===== config.mk =====
export PLATFORM = sky130hd
export DESIGN_NAME = io_ctrl
export DESIGN_NICKNAME = d
export VERILOG_FILES = /design/src/rtl/io_ctrl_pkg.sv /design/src/rtl/io_debounce.sv /design/src/rtl/io_ctrl.sv
export SDC_FILE = /design/constraint.sdc
export NUM_CORES = 1
export LEC_CHECK = 0
export ABC_AREA = 0
export BUFFER_PORTS_ARGS = -buffer_cell sky130_fd_sc_hd__buf_2
export CORE_MARGIN = 4
export CORE_UTILIZATION = 62
export DETAILED_ROUTE_END_ITERATION = 8
export PLACE_DENSITY_LB_ADDON = 0.12
export SETUP_SLACK_MARGIN = 0.02
export SLEW_MARGIN = 30
export SYNTH_ARGS = -nofsm -noshare
export SYNTH_HDL_FRONTEND = slang
export SYNTH_SLANG_ARGS = --single-unit

===== constraint.sdc =====
create_clock -name clk -period 6 [get_ports clk]
set_input_delay 0.6 -clock clk [delete_from_list [all_inputs] [get_ports clk]]
set_output_delay 0.6 -clock clk [all_outputs]
set_load 0.1 [all_outputs]

===== src/rtl/io_ctrl_pkg.sv =====
// Shared definitions for the memory-mapped I/O block: register addresses,
// status-flag layout and the flag update rule used by KCTRL and TCTL.
package io_ctrl_pkg;

  localparam logic [15:0] ADDR_TCNT  = 16'hFFE0;
  localparam logic [15:0] ADDR_TLIM  = 16'hFFE2;
  localparam logic [15:0] ADDR_TCTL  = 16'hFFE4;
  localparam logic [15:0] ADDR_KDATA = 16'hFFF0;
  localparam logic [15:0] ADDR_SDATA = 16'hFFF2;
  localparam logic [15:0] ADDR_KCTRL = 16'hFFF4;
  localparam logic [15:0] ADDR_HEX   = 16'hFFF8;
  localparam logic [15:0] ADDR_LEDR  = 16'hFFFA;
  localparam logic [15:0] ADDR_LEDG  = 16'hFFFC;

  localparam logic [10:0] IO_WINDOW     = 11'h7FF;
  localparam logic [15:0] UNMAPPED_DATA = 16'hDEAD;

  localparam int RDY_BIT = 0;
  localparam int OVR_BIT = 2;

  typedef struct packed {
    logic ovr;
    logic rdy;
  } flags_t;

  // Write-zero-to-clear first, then a same-cycle event sets RDY and flags
  // overrun if RDY was already set before this cycle.
  function automatic flags_t update_flags(input flags_t cur, input logic wr,
                                          input logic keep_rdy, input logic keep_ovr,
                                          input logic ev);
    flags_t nxt;
    nxt = cur;
    if (wr) begin
      nxt.rdy = cur.rdy & keep_rdy;
      nxt.ovr = cur.ovr & keep_ovr;
    end
    if (ev) begin
      nxt.ovr = nxt.ovr | cur.rdy;
      nxt.rdy = 1'b1;
    end
    return nxt;
  endfunction

  function automatic logic [15:0] flags_word(input flags_t f);
    flags_word = '0;
    flags_word[RDY_BIT] = f.rdy;
    flags_word[OVR_BIT] = f.ovr;
  endfunction

endpackage


===== src/rtl/io_debounce.sv =====
// Two-flop synchronizer followed by a tick-based debouncer; a new value is
// accepted only after it has differed from the stable value for DEB_MS ticks.
module io_debounce #(
  parameter int W      = 4,
  parameter int DEB_MS = 10
) (
  input  logic         clk,
  input  logic         reset,
  input  logic         tick,
  input  logic [W-1:0] raw,
  output logic [W-1:0] stable,
  output logic         change
);

  localparam int CW = $clog2(DEB_MS + 1);

  logic [W-1:0]  meta;
  logic [W-1:0]  synced;
  logic [CW-1:0] count;

  // Acceptance happens on the tick that completes the DEB_MS-th count, so the
  // change pulse lines up with the edge that loads the new stable value.
  assign change = tick && (synced != stable) && (count == CW'(DEB_MS - 1));

  always_ff @(posedge clk) begin
    if (reset) begin
      meta   <= '0;
      synced <= '0;
      stable <= '0;
      count  <= '0;
    end else begin
      meta   <= raw;
      synced <= meta;
      if (synced == stable) begin
        count <= '0;
      end else if (change) begin
        stable <= synced;
        count  <= '0;
      end else if (tick) begin
        count <= count + 1'b1;
      end
    end
  end

endmodule


===== src/rtl/io_ctrl.sv =====
// M-stage memory-mapped I/O controller: display/LED registers, debounced
// KEY/SW inputs with change flags, and a millisecond interval timer.
module io_ctrl
  import io_ctrl_pkg::*;
#(
  parameter int DBITS   = 16,
  parameter int CLK_KHZ = 50000,
  parameter int DEB_MS  = 10
) (
  input  logic             clk,
  input  logic             reset,
  input  logic [DBITS-1:0] addr,
  input  logic [DBITS-1:0] din,
  input  logic             we,
  output logic             sel,
  output logic [DBITS-1:0] dout,
  input  logic [3:0]       key,
  input  logic [9:0]       sw,
  output logic [15:0]      hex,
  output logic [9:0]       ledr,
  output logic [7:0]       ledg
);

  localparam int PW = (CLK_KHZ > 1) ? $clog2(CLK_KHZ) : 1;

  logic [PW-1:0] presc;
  logic          tick;
  logic          wr, wr_tcnt, wr_tlim, wr_tctl, wr_kctrl;
  logic [15:0]   tcnt, tlim;
  logic          timer_wrap;
  flags_t        kflags, tflags;
  logic [3:0]    key_stable;
  logic          key_change;
  logic [9:0]    sw_stable;

  assign sel      = (addr[15:5] == IO_WINDOW);
  assign wr       = we && sel;
  assign wr_tcnt  = wr && (addr == ADDR_TCNT);
  assign wr_tlim  = wr && (addr == ADDR_TLIM);
  assign wr_tctl  = wr && (addr == ADDR_TCTL);
  assign wr_kctrl = wr && (addr == ADDR_KCTRL);

  assign tick = (presc == PW'(CLK_KHZ - 1));

  // A TCNT write restarts the millisecond phase so the new count gets a full tick.
  always_ff @(posedge clk) begin
    if (reset || wr_tcnt || tick) begin
      presc <= '0;
    end else begin
      presc <= presc + 1'b1;
    end
  end

  io_debounce #(.W(4), .DEB_MS(DEB_MS)) u_key_deb (
    .clk    (clk),
    .reset  (reset),
    .tick   (tick),
    .raw    (~key),
    .stable (key_stable),
    .change (key_change)
  );

  io_debounce #(.W(10), .DEB_MS(DEB_MS)) u_sw_deb (
    .clk    (clk),
    .reset  (reset),
    .tick   (tick),
    .raw    (sw),
    .stable (sw_stable),
    .change ()
  );

  assign timer_wrap = tick && !wr_tcnt && (tlim != 16'd0) && (tcnt >= tlim - 16'd1);

  always_ff @(posedge clk) begin
    if (reset) begin
      hex    <= '0;
      ledr   <= '0;
      ledg   <= '0;
      tcnt   <= '0;
      tlim   <= '0;
      kflags <= '0;
      tflags <= '0;
    end else begin
      if (wr && (addr == ADDR_HEX))  hex  <= din[15:0];
      if (wr && (addr == ADDR_LEDR)) ledr <= din[9:0];
      if (wr && (addr == ADDR_LEDG)) ledg <= din[7:0];
      if (wr_tlim)                   tlim <= din[15:0];
      if (wr_tcnt) begin
        tcnt <= din[15:0];
      end else if (tick) begin
        tcnt <= timer_wrap ? 16'd0 : tcnt + 16'd1;
      end
      kflags <= update_flags(kflags, wr_kctrl, din[RDY_BIT], din[OVR_BIT], key_change);
      tflags <= update_flags(tflags, wr_tctl, din[RDY_BIT], din[OVR_BIT], timer_wrap);
    end
  end

  // Combinational read path feeding the M-stage load mux.
  always_comb begin
    dout = '0;
    if (sel) begin
      case (addr)
        ADDR_KDATA: dout = {12'd0, key_stable};
        ADDR_SDATA: dout = {6'd0, sw_stable};
        ADDR_KCTRL: dout = flags_word(kflags);
        ADDR_HEX:   dout = hex;
        ADDR_LEDR:  dout = {6'd0, ledr};
        ADDR_LEDG:  dout = {8'd0, ledg};
        ADDR_TCNT:  dout = tcnt;
        ADDR_TLIM:  dout = tlim;
        ADDR_TCTL:  dout = flags_word(tflags);
        default:    dout = UNMAPPED_DATA;
      endcase
    end
  end

endmodule

# Yosys cells after proc, flatten, opt, wreduce, memory -nomap -nowiden
# Cells that the tools add are included.
[classes] add_sub_neg=5 order_cmp=1 eq_ne=17 mux=11 bitwise=9 reduce_logical=26
[ops] operator="equality test 16 bit (second input constant)" n=10
[ops] operator="one-hot mux 16 bit (9 select lines)" n=1
[ops] operator="2-to-1 mux 16 bit" n=4
[ops] operator="adder 16 x 1 -> 16 bit (second input constant)" n=2
[ops] operator="greater-or-equal comparator 16 bit" n=1
[ops] operator="nonzero test 16 bit" n=1
[ops] operator="subtractor 16 x 1 -> 16 bit (second input constant)" n=1
[ops] operator="logical AND 1 bit" n=15
[ops] operator="2-to-1 mux 2 bit" n=6
[ops] operator="equality test 11 bit (second input constant)" n=1
[ops] operator="equality test 10 bit" n=1
[ops] operator="inequality test 10 bit" n=1
[ops] operator="adder 4 x 1 -> 4 bit (second input constant)" n=2
[ops] operator="equality test 4 bit (second input constant)" n=2
[ops] operator="nonzero test 3 bit" n=2
[ops] operator="OR reduction 3 bit" n=2
[ops] operator="bitwise AND 1 bit" n=4
[ops] operator="equality test 4 bit" n=1
[ops] operator="inequality test 4 bit" n=1
[ops] operator="inverter 4 bit" n=1
[ops] operator="AND reduction 2 bit" n=2
[ops] operator="logical OR 1 bit" n=2
[ops] operator="inverter 1 bit" n=2
[ops] operator="bitwise OR 1 bit" n=2
[ops] operator="2 further kinds" n=2
[totals] ff_bits=136 in_bits=49 output_inout_bits=51 wordCells=87

# Depth between registers and ports, before layout
# Gate-level depths: netlist (run 1).
[logic_depth] depth_word=10 depth_mapped=13 mapped_depth_nobuf=12

# Modules after synthesis
# A second synthesis (run 1) with hierarchy kept.
[unflattened] hier_cells=850 area_unflattened_um2=7201.9
[modules_own_cells] module="io_ctrl" instances=1 cells_per_inst=635 area_per_inst_um2=5012.3 seq_area_each_um2=1721.7
[modules_own_cells] module="io_debounce (u_sw_deb)" instances=1 cells_per_inst=160 area_per_inst_um2=1567.8 seq_area_each_um2=680.7
[modules_own_cells] module="io_debounce (u_key_deb)" instances=1 cells_per_inst=55 area_per_inst_um2=621.8 seq_area_each_um2=320.3

# Least setup slack after synthesis (run 1)
# Ideal clock, no wire load.
[synth_path] path_type="input to output" from="in addr[15]" to="out dout[7]" t_arrival_ns=3.805 t_required_ns=5.400 path_slack_ns=1.595 path_stages=9 path_buffers=2 path_cell_list="and4_1 -> and2_1 -> nand2_1 -> inv_2 -> and4_1 -> clkbuf_1 -> clkbuf_1 -> a221oi_1 -> a31oi_1"
[synth_via] elab_cells_between_ends=12 classes_between="10 x eq/ne; 2 x mux"
[synth_lines] element="start, declared" line_no="io_ctrl.sv:12" rtl="input logic [DBITS-1:0] addr,"
[synth_lines] element="equality test 11 bit" line_no="io_ctrl.sv:36" rtl="assign sel = (addr[15:5] == IO_WINDOW);"
[synth_lines] element="named net sel" line_no="io_ctrl.sv:15" rtl="output logic sel,"
[synth_lines] element="2-to-1 mux 16 bit" line_no="io_ctrl.sv:101" rtl="if (sel) begin"
[synth_lines] element="end, declared" line_no="io_ctrl.sv:16" rtl="output logic [DBITS-1:0] dout,"
# The timed path passes the listed nets, and every way through them passes these cells.

# Worst setup path in the final report (run 1)
[layout_path] from="reg tlim[2]" to="reg tcnt[4]"
[layout_via] elab_chain_len=6 elab_cells_between_ends=8 classes_between="1 x add/sub; 1 x order compare; 3 x mux; 3 x reduce/logical"
[layout_rtl] element="start, declared" line_no="io_ctrl.sv:29" rtl="logic [15:0] tcnt, tlim;"
[layout_rtl] element="start signal, assigned" line_no="io_ctrl.sv:87" rtl="if (wr_tlim) tlim <= din[15:0];"
[layout_rtl] element="subtractor 16 x 1 -> 16 bit or nonzero test 16 bit (tied branches)" line_no="io_ctrl.sv:72" rtl="assign timer_wrap = tick && !wr_tcnt && (tlim != 16'd0) && (tcnt >= tlim - 16'd1);"
[layout_rtl] element="greater-or-equal comparator 16 bit or logical AND 1 bit (tied branches)" line_no="io_ctrl.sv:72"
[layout_rtl] element="logical AND 1 bit *" line_no="io_ctrl.sv:72"
[layout_rtl] element="2-to-1 mux 16 bit *" line_no="io_ctrl.sv:91" rtl="tcnt <= timer_wrap ? 16'd0 : tcnt + 16'd1;"
[layout_rtl] element="2-to-1 mux 16 bit *" line_no="io_ctrl.sv:90" rtl="end else if (tick) begin"
[layout_rtl] element="2-to-1 mux 16 bit *" line_no="io_ctrl.sv:88" rtl="if (wr_tcnt) begin"
[layout_rtl] element="end signal, assigned" line_no="io_ctrl.sv:89" rtl="tcnt <= din[15:0];"
[layout_rtl] element="end signal, assigned" line_no="io_ctrl.sv:91"
[layout_rtl] element="end, declared" line_no="io_ctrl.sv:29"
# Every way passes the cells marked *; elsewhere a longest branch is shown, timed or not. The select of a mux whose other input is x is not followed.
# A chain may end at the register's enable or synchronous reset.

==> results.md, run 1 <==
- Summed over all cells, the static leakage comes to 3.29 nW.
- The filler cells instantiated in the layout total a little under 800.
- The worst vdd rail ir drop is ~0.32 mV.
- After synthesis the cells add up to around 0.0066 mm2.
- The largest total area in the synthesized netlist belongs to sky130_fd_sc_hd__dfxtp_1.
- STA puts the critical path data required time at 6.37 ns.
- The combined global-route utilization of all metal layers is around 28%.
- The per-cell routed wire length is ~18 um.
- The area of the die is ~0.012 mm2.
- The flow ran to the end, and the final reports show no timing, DRC or antenna violations.
- The number of remaining DRC errors is 0.
- Overall power consumption after layout is estimated at 2.01 mW.
- Across all hold checks on the routed design, the worst slack comes to approximately 0.21 ns.
- The startpoint type of the worst setup path is a flop.
- The share of the core filled with cells is 74.1%.
- The fraction of the cycle the final worst path needs is 67.6%.
- The worst hold path belongs to the class input pin to flop.
- The clock slew seen by the registers of the worst setup and hold paths is about 0.07 ns.
- The number of global-route vias before repair came to 5,728.
- STA classifies the critical path endpoint as a flop.
- The largest fanout of any net on the critical path is 16.
- The share of async-settable or async-resettable flops after synthesis is 0%.
- In this run, synthesis produced a sequential element count of 136.
- The arrival time of data at the critical path endpoint is 4.42 ns.
- The predominant post-synthesis flop cell is sky130_fd_sc_hd__dfxtp_1.
- The growth of design area from synthesis to finish is 15.8%.
- The largest net degree at the start of global routing is 95.
- The number of endpoints with negative hold slack in the final report is 0.
- The count of flip-flops with a built-in enable after synthesis is 0.
- The effective utilization at floorplan is approximately 64%.
- The routed layout has roughly 5,900 vias.
- The final worst clock skew is about 0.0086 ns.
- The number of detailed-route iterations in the first pass is 7.
- The placeable core area is just over 0.01 mm2.
- In this run the post-CTS setup repair buffer count came out at 0.
- The unique cell type count in the Yosys netlist is 57.
- The number of clock buffers added by TritonCTS is 17.
- For this run, the number of Yosys warnings is 0.
- The overall overflow remaining after global route is 0.
- The number of max-cap violations is 0.
- The detail-routed via count per cell is 6.06.
- The number of hold buffers added after CTS was 0.
- The global-route wire length before repair is 28,600 um.
- Sorting the synthesized cells by area gives the leading types as sky130_fd_sc_hd__dfxtp_1, sky130_fd_sc_hd__mux2i_1, sky130_fd_sc_hd__nand2_1.
- For this run, the register share of the synthesized area comes to between 40% and 50%.
- The routed design has roughly 18,000 um of wire.
- The synthesized netlist cell count is roughly 750.
- The final weighted congestion in routability-driven placement is just under 0.9.
- The width of the chip is 111 um.
- The top cell type's share of synthesized area is between 40% and 50%.
- Row generation in the floorplan step produced 37 rows.
- The net count of the mapped netlist is approximately 820.
- The library cell used as clock root buffer is sky130_fd_sc_hd__clkbuf_8.
- The total of endpoints with negative setup slack in the final report is 0.
- For the pin with the worst max-slew slack, the measured transition is 0.967 ns.
- The CTS tree is built.
- The layout cell share with drive strength beyond 1 is a little under a fifth.
- Static timing analysis puts the maximum clock frequency at 247 MHz.
- The CTS H-tree depth is 4.
- The number of gates resized after CTS was 0.
- The total count of max-transition violations in the final report is 0.
- The half-perimeter wire length after detailed placement is 12,500 um.
- Setup repair after global routing left no endpoint under its margin.
- The die span in y is between 100 and 150 um.
- The mean cell area of the mapped netlist is 8.89 um2.
- The clock tree buffer depth is 2.
- The number of antenna violations at the first check in global routing is 0.
- Adding up every negative setup slack in the final design gives 0 ns.
- In this run the power density over the cells is 262 mW/mm2.
- The total number of clock tree sinks is about 140.
- The clock reaches the later pin of the worst-skew pair after 0.53 ns.
- By startpoint and endpoint, the worst setup path is classified as flop to flop.
- The count of nets left with antenna violations once routing finished came out at 0.
- The worst path in the final design needs a cycle of 4.05 ns, including I/O delays and setup.
- The antenna cell count is 0.
- For this block, the initial DRC count from the detailed router was around 590.
- The final layout contains 898 nets.
- The worst slew margin relative to its limit is 35.4%.
- The I/O pin count is 100.
- The number of buffer cells added on primary ports is 99.
[where the power goes]
part	switching, mW	internal, mW
Clock	0.446	0.580
Combinational	0.0439	0.0245
Sequential	0.00509	0.913
Total	0.495	1.52
[metal layers]
metal	routed length, um	track usage (%)
met2	8810	47.9
met1	7190	35.2
met3	1180	5.98
met4	544	11.3
met5	0	0
[registers in the layout (all words and copies together), names as in the netlist, 4 cells and up]
name / count
hex: 16
u_key_deb.count: 4
tcnt: 16
tlim: 16
u_sw_deb.stable: 10
u_key_deb.meta: 4
u_sw_deb.meta: 10
ledr: 10
u_sw_deb.synced: 10
u_key_deb.stable: 4
u_key_deb.synced: 4
u_sw_deb.count: 4
presc: 16
ledg: 8
[stage by stage]
step | setup slack [ns] | cell area (um2) | std cells
final | 1.95 | 7690 | 975
after global routing | 1.66 | 7690 | 975
after CTS | 1.97 | 7680 | 975
after detailed placement | 1.98 | 7100 | 943
after global placement | 2.07 | 7100 | 943
after floorplan | 1.60 | 6640 | 747
[placed cells by master (no fill, tap or decap), types with 26 or more instances in the layout]
cell and n:
sky130_fd_sc_hd__nor2b_1 27, sky130_fd_sc_hd__dfxtp_1 136, sky130_fd_sc_hd__nor2_1 74, sky130_fd_sc_hd__xnor2_1 26
sky130_fd_sc_hd__a22oi_1 34, sky130_fd_sc_hd__xor2_1 33, sky130_fd_sc_hd__buf_2 98, sky130_fd_sc_hd__nand3_1 37
sky130_fd_sc_hd__mux2i_1 30, sky130_fd_sc_hd__nand2_1 77, sky130_fd_sc_hd__a21oi_1 55
[path summary, 6_finish.rpt]
kind | start | to | slack [ns] | depth (start not counted)
setup / recovery | tlim[2]$_SDFFE_PP0P_ | tcnt[4]$_SDFFE_PP0P_ | 1.95 | 12
hold / removal | key[3] | u_key_deb.meta[3]$_SDFF_PP0_ | 0.21 | 2
setup reg to reg | tlim[2]$_SDFFE_PP0P_ | tcnt[4]$_SDFFE_PP0P_ | 1.95 | 12
hold reg to reg | u_sw_deb.meta[7]$_SDFF_PP0_ | u_sw_deb.synced[7]$_SDFF_PP0_ | 0.44 | 1
[synthesized netlist by cell type (all sizes together) (13+ instances only)]
library cell  count
dfxtp           136
nand4            13
a21oi            55
o22ai            16
nand3            37
and2             13
inv              14
nor2b            27
a22oi            34
ha               23
xnor2            26
mux2i            30
nand2            78
buf              16
clkbuf           23
xor2             33
nor2             75
[cells by family (layout without fill, tap and decap cells)]
logic type	after synthesis	count (layout)	synth area share [%]
DFF	136	136	41.0
xor gates and xnor gates	59	59	7.78
and+or+nand+nor	291	291	21.9
AOI/OAI and AO/OA	152	152	16.0
adders and majority gates	23	23	4.33
muxes	32	32	4.86
buffers and inverters	54	146	4.09
[worst max-delay path, stage by stage (launching register included)]
cell	delay, ns
sky130_fd_sc_hd__dfxtp_1	0.36
sky130_fd_sc_hd__or4_1	0.56
sky130_fd_sc_hd__nor2_1	0.14
sky130_fd_sc_hd__nand2_1	0.19
sky130_fd_sc_hd__or4_2	0.59
sky130_fd_sc_hd__xor2_1	0.16
sky130_fd_sc_hd__ha_1	0.30
sky130_fd_sc_hd__nand4_1	0.10
sky130_fd_sc_hd__or3_1	0.35
sky130_fd_sc_hd__nor3_1	0.14
sky130_fd_sc_hd__nor4_1	0.10
sky130_fd_sc_hd__o21ai_2	0.76
sky130_fd_sc_hd__o22ai_1	0.14
[area by class of cell]
type	instances	area, um2	area share (%)
multi-input combinational	557	3650	47.5
tap	136	170	2.21
inverter	14	52.6	0.684
clock inverter	14	154	2.00
sequential	136	2720	35.4
timing repair buffer	100	509	6.63
clock buffer	18	428	5.57
Note: power is estimated with default switching activity, not from simulation.
==> inputs of run 2 (changes only) <==
Settings changed: CORE_UTILIZATION 62 to 52.
Clock period 6 ns to 3.7 ns, I/O delays scaled along.
==> results.md, run 2 (synthesis gave the netlist of run 1 again) <==
- The slew of the pin with the lowest slew margin is 0.966 ns (was 0.967 ns).
- RSZ-0062 raised after global routing: no (unchanged).
- The clock tree buffer depth came to 2 (unchanged).
- The worst vdd rail ir drop is 0.322 mV (was 0.317 mV).
- The die span in y is 121 um (was 111 um).
- The largest net degree at the start of global routing is 70 (was 95).
- The largest fanout of any net on the critical path is 6 (was 16).
- The total count of max-transition violations in the final report is 0 (unchanged).
- The fraction of the cycle the final worst path needs is 94.2% (was 67.6%).
- The overall overflow remaining after global route is 0 (unchanged).
- The CTS tree is built (unchanged).
- The global routing met1 resource utilization is 30.3% (was 35.2%).
- The number of cells in the design after placement is 987 (was 943).
- The area of the die is 0.0146 mm2 (was 0.0124 mm2).
- The number of buffer cells added on primary ports came to 99 (unchanged).
- The worst slew margin relative to its limit is 35.5% (was 35.4%).
- The placeable core area is 0.0126 mm2 (was 0.0104 mm2).
- The count of vias placed by the detailed router is 5,891 (was 5,910).
- The data required time at the worst endpoint is 4.02 ns (was 6.37 ns).
- The width of the chip is 121 um (was 111 um).
- The total negative slack for setup checks was 0 ns (unchanged).
- The number of routed nets with antenna violations is 0 (unchanged).
- The I/O pin count came to 100 (unchanged).
- The type of the most critical hold path is input pin to flop (unchanged).
- The met2 demand-to-capacity share in global routing was 41.6% (was 47.9%).
- The number of remaining DRC errors is 0 (unchanged).
- The launch point of the worst reg-to-reg path is tlim[2]$_SDFFE_PP0P_ (unchanged).
- The clock slew seen by the registers of the worst setup and hold paths is 0.06 ns (was 0.07 ns).
- The worst setup margin is 0.214 ns (was 1.95 ns).
- The global-route track usage on met3 is 4.90% (was 5.98%).
- The site row count is 41 (was 37).
- The number of antenna violations at the first check in global routing is 1 (was 0).
- The layout cell share with drive strength beyond 1 came to 20.1% (was 18.5%).
- The post-placement worst setup slack was 0.158 ns (was 1.98 ns).
- The layer with the highest usage after global routing is met2 (unchanged).
- The final weighted congestion in routability-driven placement was 0.913 (was 0.883).
- Result of the run: completed (unchanged).
- The number of global-route vias before repair is 5,613 (was 5,728).
- The arrival time of data at the critical path endpoint was 3.81 ns (was 4.42 ns).
- The total leakage power was 3.32 nW (was 3.29 nW).
- The count of routing violations after the opening detailed-route iteration is 581 (was 587).
- The effective utilization at floorplan was 52.8% (was 64.0%).
- The number of detailed-route iterations in the first pass is 7 (unchanged).
- The per-cell routed wire length was 17.6 um (was 18.2 um).
- The global-route wire length before repair is 28,600 um (about the same).
- The buffer count from post-CTS setup fixing came to 0 (unchanged).
- The detail-routed via count per cell is 5.78 (was 6.06).
- The peak clock frequency supported by timing was 287 MHz (was 247 MHz).
- The critical path capture point type is a flop (unchanged).
- The share of the core filled with cells is 62.3% (was 74.1%).
- The number of endpoints with negative hold slack in the final report is 0 (unchanged).
- The final worst clock skew was 0.00794 ns (was 0.00864 ns).
- The total clock buffers created by CTS came to 17 (unchanged).
- The kind of critical path is flop to flop (unchanged).
- The launch instance of the worst min-delay path is key[3] (unchanged).
- The growth of design area from synthesis to finish is 18.0% (was 15.8%).
- The minimum period implied by the final worst setup slack is 3.49 ns (was 4.05 ns).
- The post-layout instance count excluding filler cells is 1,020 (was 975).
- The clock latency at the later pin of the worst-skew pair is 0.42 ns (was 0.53 ns).
- The library cell used as clock root buffer is sky130_fd_sc_hd__clkbuf_16 (was sky130_fd_sc_hd__clkbuf_8).
- The number of fill cells in the layout is 1,076 (was 772).
- The combined global-route utilization of all metal layers is 24.8% (was 28.3%).
- The final routed wirelength across all metal layers is 17,900 um (was 17,700 um).
- The number of max-cap violations is 0 (unchanged).
- The power per cell area was 410 mW/mm2 (was 262 mW/mm2).
- The leading cell type in the layout, fill and taps excluded is sky130_fd_sc_hd__dfxtp_1 (unchanged).
- The half-perimeter wire length after detailed placement was 13,000 um (was 12,500 um).
- The startpoint of the most critical setup path is tlim[2]$_SDFFE_PP0P_ (unchanged).
- The startpoint type of the worst setup path is a flop (unchanged).
- The total of endpoints with negative setup slack in the final report is 0 (unchanged).
- The total number of clock tree sinks came to 136 (unchanged).
- The CTS H-tree depth came to 4 (unchanged).
- Most frequent cells in the layout: sky130_fd_sc_hd__dfxtp_1, sky130_fd_sc_hd__buf_2, sky130_fd_sc_hd__nand2_1 (unchanged).
- The final net count is 906 (was 898).
-- run 2: changes by cell type in the layout (fill, tap and decap cells not counted), moves of 3 or more --
cell and change:
sky130_fd_sc_hd__buf_4 +8, sky130_fd_sc_hd__a21oi_1 -6, sky130_fd_sc_hd__inv_8 -4, sky130_fd_sc_hd__a21oi_2 +6
sky130_fd_sc_hd__clkinvlp_4 +3
-- run 2: area by class of cell --
cell class,count,area (um2),share of cell area [%]
diodes,1,2.50,0.0320
clock buffers,20,447,5.70
well taps,172,215,2.75
flip-flops and latches,136,2720,34.8
clock inverters,12,119,1.52
multi-input cells,557,3690,47.2
repair buffers,108,578,7.38
inverters,14,52.6,0.671
-- run 2: worst paths after layout --
kind	endpoint	slack [ns]	cells past startpoint
worst min-delay path	u_key_deb.meta[3]$_SDFF_PP0_	0.09	2
worst min register to register	u_key_deb.synced[3]$_SDFF_PP0_	0.44	1
worst max register to register	tflags[0]$_SDFFE_PP0P_	0.21	12
worst max-delay path	tflags[0]$_SDFFE_PP0P_	0.21	12
-- run 2: per-stage QoR --
stage / hold slack [ns] / power (mW) / area [um2]
global route: 0.0817 / 3.31 / 7830
finish: 0.0907 / 3.21 / 7830
detailed placement: 0.421 / 1.63 / 7250
floorplan: 0.414 / 1.58 / 6670
CTS: 0.0781 / 3.23 / 7810
global placement: 0.418 / 1.63 / 7250
-- run 2: per-layer routing --
layer / wire length (um) / part of all wire (%)
met1: 7250 / 40
met2: 8840 / 49
met3: 1220 / 6.8
met4: 605 / 3.4
met5: 0 / 0
-- run 2: where the power goes --
group,switching (mW),total [mW],internal (mW),leakage (nW)
Sequential,0.00792,1.49,1.48,1.10
Combinational,0.0725,0.113,0.0402,1.96
Clock,0.657,1.61,0.951,0.262
-- run 2: worst max-delay path, stage by stage, from the launching register on --
cell	delay (ns)
sky130_fd_sc_hd__dfxtp_1	0.36
sky130_fd_sc_hd__or4_1	0.56
sky130_fd_sc_hd__nor2_1	0.14
sky130_fd_sc_hd__nand2_1	0.08
sky130_fd_sc_hd__or4_2	0.55
sky130_fd_sc_hd__xor2_1	0.17
sky130_fd_sc_hd__ha_1	0.29
sky130_fd_sc_hd__nand4_1	0.09
sky130_fd_sc_hd__or3_1	0.36
sky130_fd_sc_hd__nor3_1	0.15
sky130_fd_sc_hd__nor4_1	0.10
sky130_fd_sc_hd__or2_2	0.33
sky130_fd_sc_hd__o41ai_2	0.20
-- run 2: repair_timing --
item / CTS / global route
hold buffers: 0 / 0
setup endpoints to repair: 0 / 4
gates resized for setup: 0 / 2
==> inputs of run 3 (changes only) <==
Settings changed: GPL_TIMING_DRIVEN set to 0.
==> results.md, run 3 (synthesis gave the netlist of run 1 again) <==
- Result of the run: completed (unchanged).
- The width of the chip is 121 um (unchanged).
- The placeable core area came to 0.0126 mm2 (unchanged).
- The count of vias placed by the detailed router is 6,135 (was 5,891).
- The switching part of the total is 21.4% (was 23.0%).
- The combined global-route utilization of all metal layers came to 26.3% (was 24.8%).
- The number of global-route vias before repair is 5,832 (was 5,613).
- The type of the most critical hold path is input pin to flop (unchanged).
- The hold buffer count at cts is 0 (unchanged).
- The minimum period implied by the final worst setup slack was 3.57 ns (was 3.49 ns).
- The number of buffer cells added on primary ports came to 98 (was 99).
- The startpoint type of the worst setup path is a flop (unchanged).
- The number of cells in the design after placement is 1,017 (was 987).
- The effective utilization at floorplan is 52.8% (unchanged).
- The number of remaining DRC errors was 0 (unchanged).
- The total clock buffers created by CTS is 17 (unchanged).
- The clock tree buffer depth came to 2 (unchanged).
- The count of routing violations after the opening detailed-route iteration was 634 (was 581).
- The internal power is 2.66 mW (was 2.47 mW).
- The global-route wire length before repair is 29,900 um (was 28,600 um).
- The post-layout instance count excluding filler cells is 1,053 (was 1,020).
- The count of buffering cells on the critical path with inverters included is 2 (was 0).
- The half-perimeter wire length after detailed placement came to 14,500 um (was 13,000 um).
- The sequential power share is 44.1% (was 46.4%).
- The arrival time of data at the critical path endpoint is 3.86 ns (was 3.81 ns).
- The largest fanout of any net on the critical path is 7 (was 6).
- The antenna cell count is 0 (was 1).
- The CTS tree is built (unchanged).
- The critical path capture point type is a flop (unchanged).
- The kind of critical path is flop to flop (unchanged).
- The number of detailed-route iterations in the first pass came to 6 (was 7).
- The worst vdd rail ir drop was 0.291 mV (was 0.322 mV).
- The layout cell share with drive strength beyond 1 was 21.2% (was 20.1%).
- The total leakage power is 3.45 nW (was 3.32 nW).
- The kind of cell adding the most delay to the critical path was simple AND/OR/NAND/NOR gates (unchanged).
- The site row count is 41 (unchanged).
- The net switching power is 0.724 mW (was 0.738 mW).
- The number of antenna violations at the first check in global routing came to 0 (was 1).
- The depth of the most critical reg-to-reg path is 13 (was 12).
- The power per cell area is 419 mW/mm2 (was 410 mW/mm2).
- The total number of clock tree sinks is 136 (unchanged).
- The number of max-cap violations is 0 (unchanged).
- The launch instance of the worst min-delay path is key[3] (unchanged).
- The critical register-to-register path endpoint is tcnt[13]$_SDFFE_PP0P_ (was tflags[0]$_SDFFE_PP0P_).
- The number of endpoints with negative hold slack in the final report is 0 (unchanged).
- The clock latency at the later pin of the worst-skew pair is 0.42 ns (about the same).
- The per-cell routed wire length came to 18.3 um (was 17.6 um).
- The cell at the slowest stage of the critical path is sky130_fd_sc_hd__or4_4 (was sky130_fd_sc_hd__or4_1).
- The proportion of power drawn by combinational gates is 3.7% (was 3.5%).
- The I/O pin count was 100 (unchanged).
- The final routed wirelength across all metal layers was 19,300 um (was 17,900 um).
- The die span in y is 121 um (unchanged).
- The growth of design area from synthesis to finish is 21.6% (was 18.0%).
- The slew of the pin with the lowest slew margin is 0.937 ns (was 0.966 ns).
- The final net count is 941 (was 906).
- The fraction of the cycle the final worst path needs is 96.4% (was 94.2%).
- The end of the worst hold path is u_key_deb.meta[3]$_SDFF_PP0_ (unchanged).
- The library cell used as clock root buffer is sky130_fd_sc_hd__clkbuf_16 (unchanged).
- The area of the die was 0.0146 mm2 (unchanged).
- The peak clock frequency supported by timing is 280 MHz (was 287 MHz).
- Most frequent cells in the layout: sky130_fd_sc_hd__dfxtp_1, sky130_fd_sc_hd__buf_2, sky130_fd_sc_hd__nand2_1 (unchanged).
- The total design power is 3.38 mW (was 3.21 mW).
- The final weighted congestion in routability-driven placement is 0.952 (was 0.913).
- The total count of max-transition violations in the final report is 0 (unchanged).
- The register-to-register setup slack came to 0.13 ns (was 0.21 ns).
- Crit-path cells: or4_4 -> or4_4 -> nor3_2 -> xnor2_1 -> ha_1 -> nand4_1 -> or3_1 -> nor3_2 -> nor4_2 -> o21ai_2 -> buf_4 -> buf_4 -> o22ai_2 (was or4_1 -> nor2_1 -> nand2_1 -> or4_2 -> xor2_1 -> ha_1 -> nand4_1 -> or3_1 -> nor3_1 -> nor4_1 -> or2_2 -> o41ai_2).
- The worst slew margin relative to its limit is 37.4% (was 35.5%).
- The clock share of power was 52.2% (was 50.1%).
- The total of endpoints with negative setup slack in the final report is 0 (unchanged).
- The instance count along the most critical hold path is 2 (unchanged).
- The clock slew seen by the registers of the worst setup and hold paths is 0.06 ns (about the same).
- The data required time at the worst endpoint is 3.99 ns (was 4.02 ns).
- The detail-routed via count per cell is 5.83 (was 5.78).
- The launch point of the worst reg-to-reg path is tlim[7]$_SDFFE_PP0P_ (was tlim[2]$_SDFFE_PP0P_).
- The overall overflow remaining after global route is 0 (unchanged).
- The biggest cell delay along the critical path is 0.59 ns (was 0.56 ns).
- The CTS H-tree depth is 4 (unchanged).
- The largest net degree at the start of global routing is 17 (was 70).
- The number of routed nets with antenna violations was 0 (unchanged).
- The startpoint of the most critical setup path is tlim[7]$_SDFFE_PP0P_ (was tlim[2]$_SDFFE_PP0P_).
- The final worst clock skew is 0.00584 ns (was 0.00794 ns).
- The leading cell type in the layout, fill and taps excluded is sky130_fd_sc_hd__dfxtp_1 (unchanged).
-- run 3: changes by cell type in the layout (fill, tap and decap cells not counted), moves of 2 or more --
cell / delta
sky130_fd_sc_hd__buf_2: +7
sky130_fd_sc_hd__buf_4: -3
sky130_fd_sc_hd__buf_6: +7
sky130_fd_sc_hd__bufinv_16: +2
sky130_fd_sc_hd__clkbuf_1: +20
sky130_fd_sc_hd__clkbuf_8: +3
sky130_fd_sc_hd__clkinv_4: +2
sky130_fd_sc_hd__clkinvlp_4: -4
sky130_fd_sc_hd__dfxtp_1: -2
sky130_fd_sc_hd__dfxtp_2: +2
sky130_fd_sc_hd__inv_6: -2
-- run 3: worst max-delay path by stage --
| stage | endpoint | slack, ns | cells after the start |
|---|---|---|---|
| after floorplan | dout[5] | 0.05 | 8 |
| after global placement | tcnt[10]$_SDFFE_PP0P_ | -0.07 | 13 |
| after detailed placement | tcnt[9]$_SDFFE_PP0P_ | -0.1 | 13 |
| after CTS | tflags[0]$_SDFFE_PP0P_ | 0.05 | 12 |
| after global routing | tcnt[13]$_SDFFE_PP0P_ | -0.03 | 13 |
| final | tcnt[13]$_SDFFE_PP0P_ | 0.13 | 13 |
-- run 3: area by class of cell --
type | count | area (um2)
plain buffers | 40 | 219
clock buffers | 21 | 480
clock inverters | 10 | 143
fillers | 1076 | 4490
inverters | 14 | 52.6
multi-input cells | 557 | 3710
flip-flops and latches | 136 | 2730
well taps | 172 | 215
repair buffers | 103 | 532
-- run 3: worst reg2reg max path: stages, from the launching register on --
cell                      delay (ns)
sky130_fd_sc_hd__dfxtp_1        0.38
sky130_fd_sc_hd__or4_4          0.59
sky130_fd_sc_hd__or4_4          0.47
sky130_fd_sc_hd__nor3_2         0.19
sky130_fd_sc_hd__xnor2_1        0.10
sky130_fd_sc_hd__ha_1           0.33
sky130_fd_sc_hd__nand4_1        0.18
sky130_fd_sc_hd__or3_1          0.42
sky130_fd_sc_hd__nor3_2         0.15
sky130_fd_sc_hd__nor4_2         0.10
sky130_fd_sc_hd__o21ai_2        0.14
sky130_fd_sc_hd__buf_4          0.15
sky130_fd_sc_hd__buf_4          0.17
sky130_fd_sc_hd__o22ai_2        0.07
-- run 3: repair_timing --
| item | 4_1_cts | 5_1_grt |
|---|---|---|
| gates cloned | 0 | 1 |
| setup endpoints to repair | 11 | 18 |
| pin swaps | 1 | 1 |
| endpoints found under the hold margin | 0 | 0 |
| gates resized for setup | 1 | 10 |
| setup buffers | 2 | 2 |
-- run 3: layer usage --
| metal | vias up | global-route usage [%] | part of all wire (%) |
|---|---|---|---|
| met3 | 62 | 7.09 | 7.7 |
| met1 | 2891 | 31.9 | 41 |
| met4 | 0 | 11.1 | 3.4 |
| met2 | 275 | 44.0 | 48 |
| li1 | 2907 | - | - |
| met5 | - | 0 | 0 |
-- run 3: power groups by stage --
stage | Sequential [mW] | Clock [mW] | Combinational [mW]
floorplan | 1.52 | 0 | 0.0596
global placement | 1.52 | 0 | 0.121
detailed placement | 1.52 | 0 | 0.125
CTS | 1.49 | 1.79 | 0.125
global route | 1.49 | 1.87 | 0.136
finish | 1.49 | 1.76 | 0.127
-- run 3: per-stage QoR --
stage | util, % | hold WS (ns) | TNS (ns) | worst slack (ns) | instance area [um2]
after detailed placement | 58.7 | 0.420 | -0.851 | -0.0966 | 7380
final | 64.3 | 0.0914 | 0 | 0.132 | 8080
after floorplan | - | 0.414 | 0 | 0.0453 | 6670
after global routing | 64.3 | 0.0780 | -0.0977 | -0.0273 | 8080
after CTS | 63.8 | 0.0782 | 0 | 0.0465 | 8020
after global placement | 58.7 | 0.417 | -0.688 | -0.0739 | 7380
